--- config.mk ---
export PLATFORM = sky130hd
export DESIGN_NAME = elastic_buffer
export DESIGN_NICKNAME = d
export VERILOG_FILES = /design/src/rtl/elastic_buffer.sv
export SDC_FILE = /design/constraint.sdc
export NUM_CORES = 1
export LEC_CHECK = 0
export ABC_AREA = 1
export ABC_CLOCK_PERIOD_IN_PS = 46200
export CAP_MARGIN = 20
export CORE_AREA = 2 2 451 453
export CTS_BUF_LIST = sky130_fd_sc_hd__clkbuf_4
export CTS_CLUSTER_DIAMETER = 120
export CTS_CLUSTER_SIZE = 8
export DETAILED_ROUTE_END_ITERATION = 10
export DIE_AREA = 0 0 453 455
export HOLD_SLACK_MARGIN = 0.05
export PLACE_DENSITY = 0.43
export SLEW_MARGIN = 20
export SYNTH_ARGS = -nofsm -noshare
export SYNTH_HDL_FRONTEND = slang
export SYNTH_SLANG_ARGS = --single-unit
--- constraint.sdc ---
create_clock -name clk -period 46.2 [get_ports clk]
set_clock_uncertainty 0.05 [all_clocks]
set_input_delay 9.24 -clock clk [delete_from_list [all_inputs] [get_ports clk]]
set_output_delay 9.24 -clock clk [all_outputs]
set_load 0.05 [all_outputs]
--- src/rtl/elastic_buffer.sv ---
// Elastic buffer: a DEPTH-slot circular FIFO carrying {data, keep, last} beats
// with registered-only ready/valid, synchronous flush and fill reporting.
module elastic_buffer #(
    parameter int DATA_WIDTH   = 512,
    parameter int KEEP_WIDTH   = DATA_WIDTH / 8,
    parameter int DEPTH        = 2,
    parameter int AFULL_THRESH = DEPTH - 1
) (
    input  logic                       clk,
    input  logic                       rst_n,
    input  logic                       flush,
    input  logic [DATA_WIDTH-1:0]      in_data,
    input  logic [KEEP_WIDTH-1:0]      in_keep,
    input  logic                       in_last,
    input  logic                       in_valid,
    output logic                       in_ready,
    output logic [DATA_WIDTH-1:0]      out_data,
    output logic [KEEP_WIDTH-1:0]      out_keep,
    output logic                       out_last,
    output logic                       out_valid,
    input  logic                       out_ready,
    output logic [$clog2(DEPTH+1)-1:0] fill_level,
    output logic                       almost_full
);

    // Handshake: a beat moves on a rising edge where valid && ready are both
    // high and flush is low; ready never looks at the opposite side's ports.

    localparam int PW = (DEPTH > 1) ? $clog2(DEPTH) : 1;
    localparam int CW = $clog2(DEPTH + 1);
    localparam int SW = DATA_WIDTH + KEEP_WIDTH + 1;

    localparam logic [PW-1:0] LAST_IDX = PW'(DEPTH - 1);
    localparam logic [CW-1:0] DEPTH_C  = CW'(DEPTH);
    localparam logic [CW-1:0] AFULL_C  = CW'(AFULL_THRESH);

    logic [SW-1:0] slots [DEPTH];
    logic [PW-1:0] wr_ptr;
    logic [PW-1:0] rd_ptr;
    logic [CW-1:0] count;
    logic [CW-1:0] count_next;
    logic          init_done;
    logic          push;
    logic          pop;

    // Explicit wrap so non-power-of-two depths never index past the last slot.
    function automatic logic [PW-1:0] ptr_inc(input logic [PW-1:0] p);
        return (p == LAST_IDX) ? '0 : p + PW'(1);
    endfunction

    assign in_ready    = init_done && (count < DEPTH_C) && !flush;
    assign out_valid   = (count != '0);
    assign push        = in_valid && in_ready;
    assign pop         = out_valid && out_ready && !flush;
    assign fill_level  = count;
    assign almost_full = (count >= AFULL_C);

    assign {out_data, out_keep, out_last} = slots[rd_ptr];

    always_comb begin
        count_next = count;
        if (flush) begin
            count_next = '0;
        end else begin
            case ({push, pop})
                2'b10:   count_next = count + CW'(1);
                2'b01:   count_next = count - CW'(1);
                default: count_next = count;
            endcase
        end
    end

    always_ff @(posedge clk or negedge rst_n) begin
        if (!rst_n) begin
            init_done <= 1'b0;
            wr_ptr    <= '0;
            rd_ptr    <= '0;
            count     <= '0;
        end else begin
            init_done <= 1'b1;
            count     <= count_next;
            if (flush) begin
                wr_ptr <= '0;
                rd_ptr <= '0;
            end else begin
                if (push) wr_ptr <= ptr_inc(wr_ptr);
                if (pop)  rd_ptr <= ptr_inc(rd_ptr);
            end
        end
    end

    // Payload storage is deliberately unreset; out_* only matter while out_valid.
    always_ff @(posedge clk) begin
        if (push) slots[wr_ptr] <= {in_data, in_keep, in_last};
    end

endmodule

==> results of run 1 <==
registers in the layout, summed over array words and instances (netlist names):
| register | count |
|---|---|
| fill_level | 2 |
| init_done | 1 |
| rd_ptr | 1 |
| slots | 1154 |
| wr_ptr | 1 |
critical path: stages:
cell             delay, ns
clkdlybuf4s50_1       0.47
nor2_1                0.15
clkdlybuf4s50_1       0.81
Yosys cell counts, drive strengths merged:
| library cell | count | area [µm²] |
|---|---|---|
| inv | 9 | 33.78 |
| nand2 | 1740 | 6531 |
| edfxtp | 1154 | 34650 |
| nor2 | 4 | 15.01 |
| nand4 | 1 | 6.260 |
| dfrtp | 5 | 125.1 |
| o21bai | 2 | 15.01 |
| ha | 2 | 25.02 |
| clkbuf | 9 | 33.78 |
| o21ai | 1 | 5.000 |
| buf | 119 | 616.8 |
| conb | 1 | 3.750 |
| a21oi | 1 | 5.000 |
| nand3 | 5 | 25.02 |
per-layer routing:
layer  up-vias  track usage (%)
met4        24            4.516
met3       304            5.156
met2       934            24.79
li1      12800                -
met5         -                0
met1     13080            17.22
layout make-up:
cell class | count | area share [%]
diodes | 13 | 0.05581
inverters | 9 | 0.07084
multi-input cells | 1757 | 11.40
clock inverters | 11 | 0.2898
repair buffers | 1195 | 20.49
flip-flops and latches | 1159 | 59.67
clock buffers | 177 | 2.280
well taps | 2672 | 5.736
path summary, 6_finish.rpt:
path / startpoint / endpoint / slack (ns) / cells past startpoint
max in group asynchronous: rst_n / rd_ptr / 37.61 / 1
min: fill_level[1] / fill_level[1] / 0.53 / 2
min reg2reg: fill_level[1] / fill_level[1] / 0.53 / 2
min in group asynchronous: rst_n / rd_ptr / 8.23 / 1
max reg2reg: fill_level[1] / slots[1][407] / 41.41 / 7
max: flush / in_ready / 26.24 / 3
kinds of logic (layout without fill, tap and decap cells):
family                     Yosys count  after routing  share of synthesized area, %
other                                1             14                      0.008909
and+or+nand+nor                   1750           1750                         15.63
AOI/OAI and AO/OA                    4              4                       0.05941
adders and majority gates            2              2                       0.05944
DFF                               1159           1159                         82.62
buffers and inverters              137           1392                         1.626
power groups by stage:
| stage | sequential (mW) | clock (mW) | combinational, mW |
|---|---|---|---|
| 4_1_cts | 1.21 | 0.591 | 1.05 |
| 5_1_grt | 1.21 | 0.625 | 1.09 |
| 3_5_place_dp | 1.23 | 0 | 1.05 |
| 6_report | 1.21 | 0.554 | 1.03 |
| 2_1_floorplan | 1.27 | 0 | 0.613 |
| 3_3_place_gp | 1.23 | 0 | 1.05 |
==> results.sh, run 1 <==
export IMPL_slew_viol_final=0
export IMPL_avgSynthCellArea_um2=13.79
export IMPL_antenna_found_initial=72
export IMPL_clk_latency_ns=1.20
export IMPL_syn_cell_area_mm2=0.04209
export IMPL_slew_headroom_pct=31.43
export IMPL_final_cell_mix="nand2_1, clkdlybuf4s50_1, edfxtp_1"
export IMPL_core_area_mm2=0.2013
export IMPL_rsz0062_at_grt="false"
export IMPL_cts_sinks=1159
export IMPL_cts_resized_gates=0
export IMPL_gr_total_overflow=0
export IMPL_cp_end_kind="output pin"
export IMPL_status="finished clean"
export IMPL_synthesis_nets=3637
export IMPL_rows=165
export IMPL_seq_area_mm2=0.03478
export IMPL_hold_path_class="register to register"
export IMPL_initial_core_util_pct=20.91
export IMPL_max_cap_violations=0
export IMPL_layout_nets=4870
export IMPL_htreeDepth=4
export IMPL_wl_mm=157.4
export IMPL_p_switching_mw=1.111
export IMPL_hpwlAfterDp_mm=111.3
export IMPL_stdcell_count=6993
export IMPL_root_buffer="clkbuf_4"
export IMPL_wire_per_inst_um=22.51
export IMPL_drtAntennaViolNets=0
export IMPL_fillers=20470
export IMPL_holdWs_ns=0.5337
export IMPL_clkTransAtPathRegs_ns=0.09
export IMPL_die_h_um=455
export IMPL_holdBufCountCts=0
export IMPL_timing_final_crit_share_pct=43.20
export IMPL_tightestPinTransition_ns=1.026
export IMPL_critPathKind="input port to output pin"
export IMPL_period_minus_slack_ns=19.96
export IMPL_avgViaCountPerCell=3.880
export IMPL_drt_iter0_drc=1801
export IMPL_p_leak_nw=21.19
export IMPL_dp_cells=6792
export IMPL_die_w_um=453
export IMPL_final_area_mm2=0.05829
export IMPL_numCtsBuffers=164
export IMPL_cellPowerDensity_mw_per_mm2=48.01
export IMPL_met3WireLength_mm=12.25
export IMPL_first_pass_iters=5
export IMPL_arrival_ns=10.67
export IMPL_postPlaceCellArea_mm2=0.05676
export IMPL_p_clk_share_pct=19.8
export IMPL_fin_util_pct=28.96
export IMPL_postCtsSetupBuffers=0
export IMPL_cts_path_max_buffers=3
export IMPL_grt_usage_pct=14.60
export IMPL_grt_pass1_vias=26260
export IMPL_highest_layer="met5"
export IMPL_ys_seq_area_share_pct=82.62
export IMPL_fin_setup_tns_ns=0
export IMPL_p_comb_share_pct=37.0
export IMPL_fmax_mhz=50.10
export IMPL_globalplace_congestion=0.8209
export IMPL_timing_final_ws_setup_ns=26.24
export IMPL_ys_ff_latch=1159
export IMPL_required_ns=36.91
export IMPL_total_power_mw=2.799
export IMPL_p_int_mw=1.687
export IMPL_seqPwrFrac_pct=43.2
export IMPL_ys_types=17
export IMPL_layout_commonest_cell="nand2_1"
export IMPL_pre_cts_ws_ns=26.26
export IMPL_wl_met2_mm=77.90
export IMPL_setup_viol=0
export IMPL_die_area_mm2=0.2061
export IMPL_multi_input_area_mm2=0.006646
export IMPL_ir_worst_vdd_mv=0.02351
export IMPL_io_buffers=1163
export IMPL_route_vias_total=27130
export IMPL_cts_tree="done"
export IMPL_hold_violations=0
export IMPL_grt_max_degree=139
export IMPL_drive_gt1_share_pct=5.200
export IMPL_grt_pass1_wl_mm=210.3
export IMPL_swShare_pct=39.71
export IMPL_area_growth_pct=38.47
export IMPL_start_kind="input port"
export IMPL_drcViolationCount=0
export IMPL_syn_inst=3053
export IMPL_wl_met1_mm=62.60
export IMPL_cp_max_fo=4
export IMPL_ys_warn_count=0
export IMPL_ios=1164
No activity file was read; power rests on OpenSTA's default activity.
==> run 2: changes to the inputs <==
--- a/config.mk
+++ b/config.mk
@@ -6,7 +6,7 @@
 export NUM_CORES = 1
 export LEC_CHECK = 0
 export ABC_AREA = 1
-export ABC_CLOCK_PERIOD_IN_PS = 46200
+export ABC_CLOCK_PERIOD_IN_PS = 18000
 export CAP_MARGIN = 20
 export CORE_AREA = 2 2 451 453
 export CTS_BUF_LIST = sky130_fd_sc_hd__clkbuf_4
@@ -15,7 +15,7 @@
 export DETAILED_ROUTE_END_ITERATION = 10
 export DIE_AREA = 0 0 453 455
 export HOLD_SLACK_MARGIN = 0.05
-export PLACE_DENSITY = 0.43
+export PLACE_DENSITY = 0.45
 export SLEW_MARGIN = 20
 export SYNTH_ARGS = -nofsm -noshare
 export SYNTH_HDL_FRONTEND = slang
==> constraint.sdc (replaced) <==
create_clock -name clk -period 18 [get_ports clk]
set_clock_uncertainty 0.05 [all_clocks]
set_input_delay 3.6 -clock clk [delete_from_list [all_inputs] [get_ports clk]]
set_output_delay 3.6 -clock clk [all_outputs]
set_load 0.05 [all_outputs]
==> run 2 against run 1 <==
Critical path type is now register to output pin. Sequential power rose to 2.6 times the previous value. Clock power rose to 2.6 times the previous value. Power increased to 2.6 times the previous value. Critical path depth is 4 higher. Critical endpoint is now out_data[301]. Final cell count grew 0.33%.
==> results.sh, run 2 (synthesized netlist as in run 1, its figures left out) <==
export IMPL_final_cell_mix="nand2_1, clkdlybuf4s50_1, edfxtp_1"
export IMPL_numCtsBuffers=164
export IMPL_ios=1164
export IMPL_drtAntennaViolNets=0
export IMPL_drt_iter0_drc=1817
export IMPL_start_kind="register"
export IMPL_tightestPinTransition_ns=1.064
export IMPL_period_minus_slack_ns=9.677
export IMPL_hold_path_class="register to register"
export IMPL_rsz0062_at_grt="false"
export IMPL_die_h_um=455
export IMPL_die_w_um=453
export IMPL_ir_worst_vdd_mv=0.05834
export IMPL_grt_max_degree=143
export IMPL_drcViolationCount=0
export IMPL_core_area_mm2=0.2013
export IMPL_htreeDepth=4
export IMPL_gr_total_overflow=0
export IMPL_avgViaCountPerCell=3.969
export IMPL_rows=165
export IMPL_cts_tree="done"
export IMPL_wire_per_inst_um=23.12
export IMPL_status="finished clean"
export IMPL_route_vias_total=27850
export IMPL_root_buffer="clkbuf_4"
export IMPL_fillers=20580
export IMPL_hold_violations=0
export IMPL_grt_usage_pct=15.06
export IMPL_fin_setup_tns_ns=0
export IMPL_p_leak_nw=21.20
export IMPL_timing_final_crit_share_pct=53.76
export IMPL_hpwlAfterDp_mm=117.5
export IMPL_fin_util_pct=29.01
export IMPL_critPathKind="register to output pin"
export IMPL_cellPowerDensity_mw_per_mm2=122.7
export IMPL_slew_headroom_pct=29.06
export IMPL_clkTransAtPathRegs_ns=0.10
export IMPL_total_power_mw=7.164
export IMPL_largest_register="slots"
export IMPL_wl_mm=162.2
export IMPL_largest_reg_flops=1154
export IMPL_first_pass_iters=5
export IMPL_antenna_found_initial=83
export IMPL_rrSetupSlack_ns=13.56
export IMPL_dp_cells=6789
export IMPL_globalplace_congestion=0.9481
export IMPL_setup_viol=0
export IMPL_cp_max_fo=71
export IMPL_holdBufCountCts=0
export IMPL_cts_resized_gates=0
export IMPL_layout_commonest_cell="nand2_1"
export IMPL_cp_end_kind="output pin"
export IMPL_grt_pass1_wl_mm=217.2
export IMPL_area_growth_pct=38.71
export IMPL_io_buffers=1163
export IMPL_cts_sinks=1159
export IMPL_postCtsSetupBuffers=0
export IMPL_layout_nets=4867
export IMPL_stdcell_count=7016
export IMPL_drive_gt1_share_pct=5.176
export IMPL_grt_pass1_vias=27620
export IMPL_required_ns=14.35
export IMPL_initial_core_util_pct=20.91
export IMPL_clk_latency_ns=1.15
export IMPL_die_area_mm2=0.2061
export IMPL_slew_viol_final=0
export IMPL_max_cap_violations=0
export IMPL_cts_path_max_buffers=3
export IMPL_arrival_ns=6.03
export IMPL_fmax_mhz=103.3
==> run 2: cell count changes in the layout (fill, tap and decap cells not counted), sizes merged <==
| cell | change |
|---|---|
| diode | +23 |
| inv | +6 |
| clkbuf | -4 |
| buf | -3 |
| clkinv | +2 |
| clkinvlp | -1 |
==> run 2: final timing paths <==
| check | start | end | cells after the start |
|---|---|---|---|
| max reg2reg | fill_level[1] | slots[1][398] | 6 |
| min reg2reg | fill_level[0] | fill_level[0] | 2 |
| min | fill_level[0] | fill_level[0] | 2 |
| max in group asynchronous | rst_n | rd_ptr | 1 |
| max | rd_ptr | out_data[301] | 7 |
| min in group asynchronous | rst_n | rd_ptr | 1 |
==> run 2: cell type report <==
| cell class | instances | area (µm²) | share of cell area, % |
|---|---|---|---|
| Sequential cell | 1159 | 34780 | 59.57 |
| Timing Repair Buffer | 1192 | 11970 | 20.49 |
| Multi-Input combinational cell | 1757 | 6646 | 11.38 |
| Tap cell | 2672 | 3343 | 5.726 |
| Clock buffer | 173 | 1299 | 2.224 |
| Clock inverter | 18 | 220.2 | 0.3771 |
| Antenna cell | 36 | 90.09 | 0.1543 |
| Inverter | 9 | 41.29 | 0.07072 |
==> run 2: per-layer routing <==
layer  track usage [%]  vias to the layer above  wire length, µm  part of all wire, %
met5                 0                        -              214                 0.13
met3             6.356                      422            14940                  9.2
met2             25.17                     1107            78320                   48
li1                  -                    12830                -                    -
met1             16.75                    13450            61650                   38
met4             6.469                       32             7110                  4.4
==> run 2: power breakdown <==
part | total, mW | internal [mW] | switching (mW)
clock | 1.43 | 0.507 | 0.926
sequential | 3.12 | 3.08 | 0.0393
combinational | 2.61 | 0.743 | 1.87
total | 7.16 | 4.33 | 2.84
==> run 2: worst max-delay path, stage by stage, from the launching register on <==
cell,delay [ns]
dfrtp_4,0.91
buf_4,0.63
buf_4,0.65
buf_4,0.68
buf_4,0.68
nand2_1,0.12
nand2_1,0.11
clkdlybuf4s50_1,0.83
==> run 2: stage by stage <==
step,hold slack [ns],cell area [µm²],worst slack [ns]
2_1_floorplan,0.5664,42110,4.928
3_3_place_gp,0.4763,56750,9.381
3_5_place_dp,0.4854,56780,9.367
4_1_cts,0.5081,58300,8.012
5_1_grt,0.5476,58360,7.740
6_report,0.5001,58390,8.323
